--- src/rtl/down_count_seq_if.sv ---
// down_count_seq_if: control and down_counter-facing signals of the down_count_seq sequencer
//  master: start/abort/period/reps/count driven, status and counter controls observed
//  slave : the sequencer's view (down_count_seq)
interface down_count_seq_if #(
  parameter int WIDTH = 4,
  parameter int EXP_W = 8
);
  logic             start;
  logic             abort;
  logic [WIDTH-1:0] period;
  logic [WIDTH-1:0] reps;
  logic [WIDTH-1:0] count;
  logic             cnt_clr;
  logic             cnt_load;
  logic [WIDTH-1:0] cnt_din;
  logic             busy;
  logic             done;
  logic [EXP_W-1:0] exp_cnt;
  modport master (
    output start, abort, period, reps, count,
    input  cnt_clr, cnt_load, cnt_din, busy, done, exp_cnt
  );
  modport slave (
    input  start, abort, period, reps, count,
    output cnt_clr, cnt_load, cnt_din, busy, done, exp_cnt
  );
endinterface

--- src/rtl/down_count_seq.sv ---
// down_count_seq: arms a down_counter with a captured period, pulses done at each terminal count,
//  reloads for a programmed number of intervals (0 = until abort), counts expirations (saturating).
//  clk  : rising-edge clock shared with the down_counter
//  clr  : asynchronous active-high reset
//  bus  : slave side of down_count_seq_if
//         in  start, abort, period, reps, count
//         out cnt_clr, cnt_load (combinational), cnt_din (= period_q),
//             busy, done, exp_cnt (registered)
module down_count_seq #(
  parameter int WIDTH = 4,
  parameter int EXP_W = 8
) (
  input logic             clk,
  input logic             clr,
  down_count_seq_if.slave bus
);
  typedef enum logic [1:0] {IDLE, ARM, RUN} state_t;
  state_t           state_q, state_d;
  logic [WIDTH-1:0] period_q, period_d;
  logic [WIDTH-1:0] reps_q, reps_d;
  logic [WIDTH-1:0] rep_cnt_q, rep_cnt_d;
  logic [EXP_W-1:0] exp_cnt_q, exp_cnt_d;
  logic             busy_q, busy_d;
  logic             done_q, done_d;
  logic [WIDTH-1:0] rep_nxt;
  logic             cap, term, last, cnt_clr, cnt_load;
  always_comb begin
    cap       = state_q == IDLE && bus.start;
    rep_nxt   = rep_cnt_q + WIDTH'(1);
    // abort outranks a coincident terminal count: no done, no reload
    term      = state_q == RUN && bus.count == '0 && !bus.abort;
    last      = reps_q != '0 && rep_nxt == reps_q;
    // IDLE parks the counter at all-ones so a stale zero never reads as expiry
    cnt_clr   = state_q == IDLE || bus.abort || (term && last);
    cnt_load  = !cnt_clr && (state_q == ARM || term);
    state_d   = state_q == IDLE ? (bus.start ? ARM : IDLE)
              : (bus.abort || (term && last)) ? IDLE : RUN;
    period_d  = cap ? bus.period : period_q;
    reps_d    = cap ? bus.reps : reps_q;
    rep_cnt_d = cap ? '0 : (term && !last) ? rep_nxt : rep_cnt_q;
    exp_cnt_d = (term && exp_cnt_q != '1) ? exp_cnt_q + EXP_W'(1) : exp_cnt_q;
    done_d    = term;
    busy_d    = state_d != IDLE;
  end
  always_ff @(posedge clk or posedge clr) begin
    if (clr) begin
      state_q   <= IDLE;
      period_q  <= '0;
      reps_q    <= '0;
      rep_cnt_q <= '0;
      exp_cnt_q <= '0;
      busy_q    <= 1'b0;
      done_q    <= 1'b0;
    end else begin
      state_q   <= state_d;
      period_q  <= period_d;
      reps_q    <= reps_d;
      rep_cnt_q <= rep_cnt_d;
      exp_cnt_q <= exp_cnt_d;
      busy_q    <= busy_d;
      done_q    <= done_d;
    end
  end
  assign bus.cnt_clr  = cnt_clr;
  assign bus.cnt_load = cnt_load;
  assign bus.cnt_din  = period_q;
  assign bus.busy     = busy_q;
  assign bus.done     = done_q;
  assign bus.exp_cnt  = exp_cnt_q;
endmodule

--- src/flat_wrapper.sv ---
// flat-port wrapper written by rule: the top's interface ports become plain ports
module down_count_seq_flat 
#(
  parameter int WIDTH = 4,
  parameter int EXP_W = 8
)
  (clk, clr, bus_start, bus_abort, bus_period, bus_reps, bus_count, bus_cnt_clr, bus_cnt_load, bus_cnt_din, bus_busy, bus_done, bus_exp_cnt);
  down_count_seq_if #(.WIDTH(WIDTH), .EXP_W(EXP_W)) bus_i ();
  input logic clk;
  input logic clr;
  input wire logic [$bits(bus_i.start)-1:0] bus_start;
  input wire logic [$bits(bus_i.abort)-1:0] bus_abort;
  input wire logic [$bits(bus_i.period)-1:0] bus_period;
  input wire logic [$bits(bus_i.reps)-1:0] bus_reps;
  input wire logic [$bits(bus_i.count)-1:0] bus_count;
  output wire logic [$bits(bus_i.cnt_clr)-1:0] bus_cnt_clr;
  output wire logic [$bits(bus_i.cnt_load)-1:0] bus_cnt_load;
  output wire logic [$bits(bus_i.cnt_din)-1:0] bus_cnt_din;
  output wire logic [$bits(bus_i.busy)-1:0] bus_busy;
  output wire logic [$bits(bus_i.done)-1:0] bus_done;
  output wire logic [$bits(bus_i.exp_cnt)-1:0] bus_exp_cnt;
  assign bus_i.start = bus_start;
  assign bus_i.abort = bus_abort;
  assign bus_i.period = bus_period;
  assign bus_i.reps = bus_reps;
  assign bus_i.count = bus_count;
  assign bus_cnt_clr = bus_i.cnt_clr;
  assign bus_cnt_load = bus_i.cnt_load;
  assign bus_cnt_din = bus_i.cnt_din;
  assign bus_busy = bus_i.busy;
  assign bus_done = bus_i.done;
  assign bus_exp_cnt = bus_i.exp_cnt;
  down_count_seq #(.WIDTH(WIDTH), .EXP_W(EXP_W)) u_core (.clk(clk), .clr(clr), .bus(bus_i));
endmodule
--- config.mk ---
export PLATFORM = sky130hd
export DESIGN_NAME = down_count_seq_flat
export DESIGN_NICKNAME = d
export VERILOG_FILES = /design/src/rtl/down_count_seq_if.sv /design/src/rtl/down_count_seq.sv /design/src/flat_wrapper.sv
export SDC_FILE = /design/constraint.sdc
export NUM_CORES = 1
export LEC_CHECK = 0
export CAP_MARGIN = 20
export CORE_ASPECT_RATIO = 0.8
export CORE_MARGIN = 2
export CORE_UTILIZATION = 40
export DETAILED_ROUTE_END_ITERATION = 10
export HOLD_SLACK_MARGIN = 0.02
export PLACE_DENSITY = 0.79
export SLEW_MARGIN = 20
export SYNTH_ARGS = -nofsm -noshare
export SYNTH_HDL_FRONTEND = slang
export SYNTH_SLANG_ARGS = --single-unit
--- constraint.sdc ---
create_clock -name clk -period 2.6 [get_ports clk]
set_input_delay 0.26 -clock clk [delete_from_list [all_inputs] [get_ports clk]]
set_output_delay 0.26 -clock clk [all_outputs]
set_load 0.01 [all_outputs]
==> impl_metrics.csv, run 1 <==
group,metric,value,unit
run_status,status,"finished clean",
route,viasPerCell,5.061,
setup_path,crit_path_start_kind,"register",
cells_and_area,stdcell_count,180,
sta,fin_skew,0.001801,ns
cells_and_area,drive_above_1_share,0.1972,
setup_path,rr_worst_depth,7,
yosys,syn-instance-count,101,
clock_network,root_buffer,"clkbuf_4",
power,cellPowerDensity,556.6,mW/mm^2
sta,post-route-period-util,0.9528,
clock_network,cts_hold_buf,0,
clock_network,tritoncts,"built",
setup_path,r2r-start,"u_core.rep_cnt_q[1]",
clock_network,clockBufferDepth,2,
grt,grt-ovfl-total,0,
floorplan,io_pins,32,
sta,slew_headroom,0.6806,
setup_path,worstSetupPathType,"reg -> out",
route,wl_per_cell,13.60,microns
floorplan,die_h,51.96,microns
grt,grt_pass1_vias,931,
route,route.detailed.drc,0,
yosys,synth-seq-cells,24,
placement,place_hpwl,1728,microns
setup_path,crit_required,2.34,ns
placement,place.gp.congestion,0.7272,
route,first_iter_violations,41,
hold_path,hp-class,"in -> async",
power,leakagePower,0.7139,nW
setup_path,cp-end-kind,"output pin",
clock_network,clock-sinks,24,
grt,grt_max_degree,25,
floorplan,core,0.002744,sq mm
grt,antenna_found_initial,0,
yosys,ys_warn_count,0,
floorplan,row_count,17,
route,ant_nets,0,
yosys,synth_cell_types,29,
sta,setup_viol,0,
cells_and_area,post-route-cell-area,0.001668,sq mm
cells_and_area,nets,161,
cells_and_area,nFillCells,211,
grt,grt_use_total,0.1555,
power,ir_worst_vdd,0.0003249,V
route,drt_wl_total,2448,microns
clock_network,cts_buffers,3,
yosys,synth-edff-count,0,
cells_and_area,diodes,0,
yosys,async_flop_share,1.000,
clock_network,clk_latency,0.31,ns
sta,setup_ws,0.1226,ns
sta,fmax,403.6,MHz
route,first_pass_iters,5,
placement,dpl_worst_slack,0.08393,ns
sta,drv_slew,0,
grt,grt_pass1_wl,3988,microns
placement,placedInstanceArea,0.001534,sq mm
clock_network,clk_pin_slew,0.13,ns
cells_and_area,area_growth,45.05,%
setup_path,critPathLaunch,"u_core.rep_cnt_q[1]",
yosys,synth_flop_cell,"dfrtp_1",
setup_path,critPathArrivalTime,2.22,ns
yosys,synthesis.area,0.001150,sq mm
setup_path,crit_path_max_fanout,3,
placement,dp.cells,173,
route,routed-via-count,911,
floorplan,start_util,0.4191,
placement,io_buffers,31,
sta,period_minus_slack,2.477,ns
floorplan,die_x,63.95,microns
setup_path,r2r_slack,0.55,ns
sta,hold_viol,0,
yosys,synth_nets,119,
clock_network,cts.htree.levels,1,
yosys,syn_avg_cell_area,11.38,sq um
yosys,ys_seq_area_frac,0.5223,
floorplan,dieArea,0.003322,sq mm
job,drv_cap,0,
sta,tightest_slew,0.4771,ns
[Yosys cell counts, types with 2 or more instances]
library cell / number / area share
nor2_1: 6 / 0.020
inv_1: 5 / 0.016
nor3_1: 4 / 0.017
xor2_1: 4 / 0.030
nand3_1: 3 / 0.013
nand2_1: 9 / 0.029
o21ai_0: 2 / 0.0087
a21oi_1: 3 / 0.013
ha_1: 2 / 0.022
xnor2_1: 8 / 0.061
mux2i_1: 3 / 0.026
dfrtp_1: 24 / 0.52
nand4_1: 2 / 0.011
mux2_2: 9 / 0.088
o221ai_1: 2 / 0.015
nand2b_1: 2 / 0.011
[report_power, final]
group / leakage [nW] / switching [W] / total, W / internal, W
Sequential: 0.312 / 0.0000324 / 0.000445 / 0.000412
Clock: 0.0279 / 0.000109 / 0.000265 / 0.000156
Combinational: 0.374 / 0.0000917 / 0.000219 / 0.000127
[per-stage QoR]
step	utilization	power, W	hold slack [ns]	TNS [ns]
2_1_floorplan	-	0.0005474	0.2746	0
3_3_place_gp	0.5591	0.0006411	0.4771	0
3_5_place_dp	0.5591	0.0006500	0.4809	0
4_1_cts	0.5837	0.0009195	0.2715	0
5_1_grt	0.6078	0.0009785	0.2762	-0.02466
6_report	0.6078	0.0009283	0.2729	0
[per-layer routing]
| metal | global-route usage | part of all wire | up-vias |
|---|---|---|---|
| met4 | 0.05072 | 0.0069 | 0 |
| met1 | 0.1722 | 0.42 | 441 |
| li1 | - | - | 440 |
| met5 | 0 | 0 | - |
| met3 | 0.04762 | 0.051 | 2 |
| met2 | 0.2865 | 0.52 | 28 |
[area by class of cell]
| cell class | count | area (sq um) | share of cell area |
|---|---|---|---|
| Inverter | 5 | 18.77 | 0.01125 |
| Timing Repair Buffer | 38 | 360.3 | 0.2161 |
| Clock inverter | 1 | 30.03 | 0.01800 |
| Clock buffer | 3 | 22.52 | 0.01350 |
| Sequential cell | 24 | 600.6 | 0.3601 |
| Multi-Input combinational cell | 71 | 588.1 | 0.3526 |
| Tap cell | 38 | 47.55 | 0.02851 |
[worst paths after layout]
path                                    endpoint
max                                  bus_cnt_clr
min                        u_core.bus.cnt_din[1]
max reg2reg                  u_core.rep_cnt_q[1]
min reg2reg                u_core.bus.exp_cnt[5]
max in group asynchronous        u_core.bus.busy
min in group clk           u_core.bus.exp_cnt[5]
[sequential cells by signal, indices dropped and copies added (netlist names)]
signal	count
u_core.bus.cnt_din	4
u_core.bus.done	1
u_core.state_q	2
u_core.rep_cnt_q	4
u_core.bus.exp_cnt	8
u_core.bus.busy	1
u_core.reps_q	4
[repair_timing]
action                     CTS  global route
gates resized for setup      5             6
setup endpoints to repair    2             2
buffers inserted             0             3
pin swaps                    0             2
[placed cells by master, fill, tap and decap left out, types with 3 or more instances in the layout]
master,synthesis,routed
mux2_2,9,9
nand2_1,9,9
dfrtp_1,24,24
inv_1,5,5
nor2_1,6,6
xor2_1,4,4
buf_4,0,7
clkbuf_4,0,3
a21oi_1,3,3
xnor2_1,8,7
clkdlybuf4s50_1,0,29
nor3_1,4,4
[cell families (layout without fill, tap and decap cells)]
| group | after synthesis | after routing | synth area share |
|---|---|---|---|
| simple gates | 33 | 33 | 0.1589 |
| flops | 24 | 24 | 0.5223 |
| compound gates | 12 | 12 | 0.07183 |
| xor+xnor | 12 | 12 | 0.09140 |
| mux | 12 | 12 | 0.1143 |
| buf+inv | 6 | 47 | 0.01959 |
| fa+ha+maj | 2 | 2 | 0.02176 |
[critical path, cell delays in order (launching register included)]
cell	delay [ns]
dfrtp_1	0.43
ha_1	0.33
nor2_1	0.12
a21oi_1	0.13
mux2i_4	0.23
nor4_4	0.07
or3_1	0.31
dlygate4sd2_1	0.29
No activity file was read; power rests on OpenSTA's default activity.
==> run 2: changes to the inputs <==
--- a/config.mk
+++ b/config.mk
@@ -9,6 +9,7 @@
 export CORE_ASPECT_RATIO = 0.8
 export CORE_MARGIN = 2
 export CORE_UTILIZATION = 40
+export CTS_CLUSTER_DIAMETER = 60
 export DETAILED_ROUTE_END_ITERATION = 10
 export HOLD_SLACK_MARGIN = 0.02
 export PLACE_DENSITY = 0.79
==> results of run 2 <==
Final layout, timing and power as in run 1 (identical DEF).
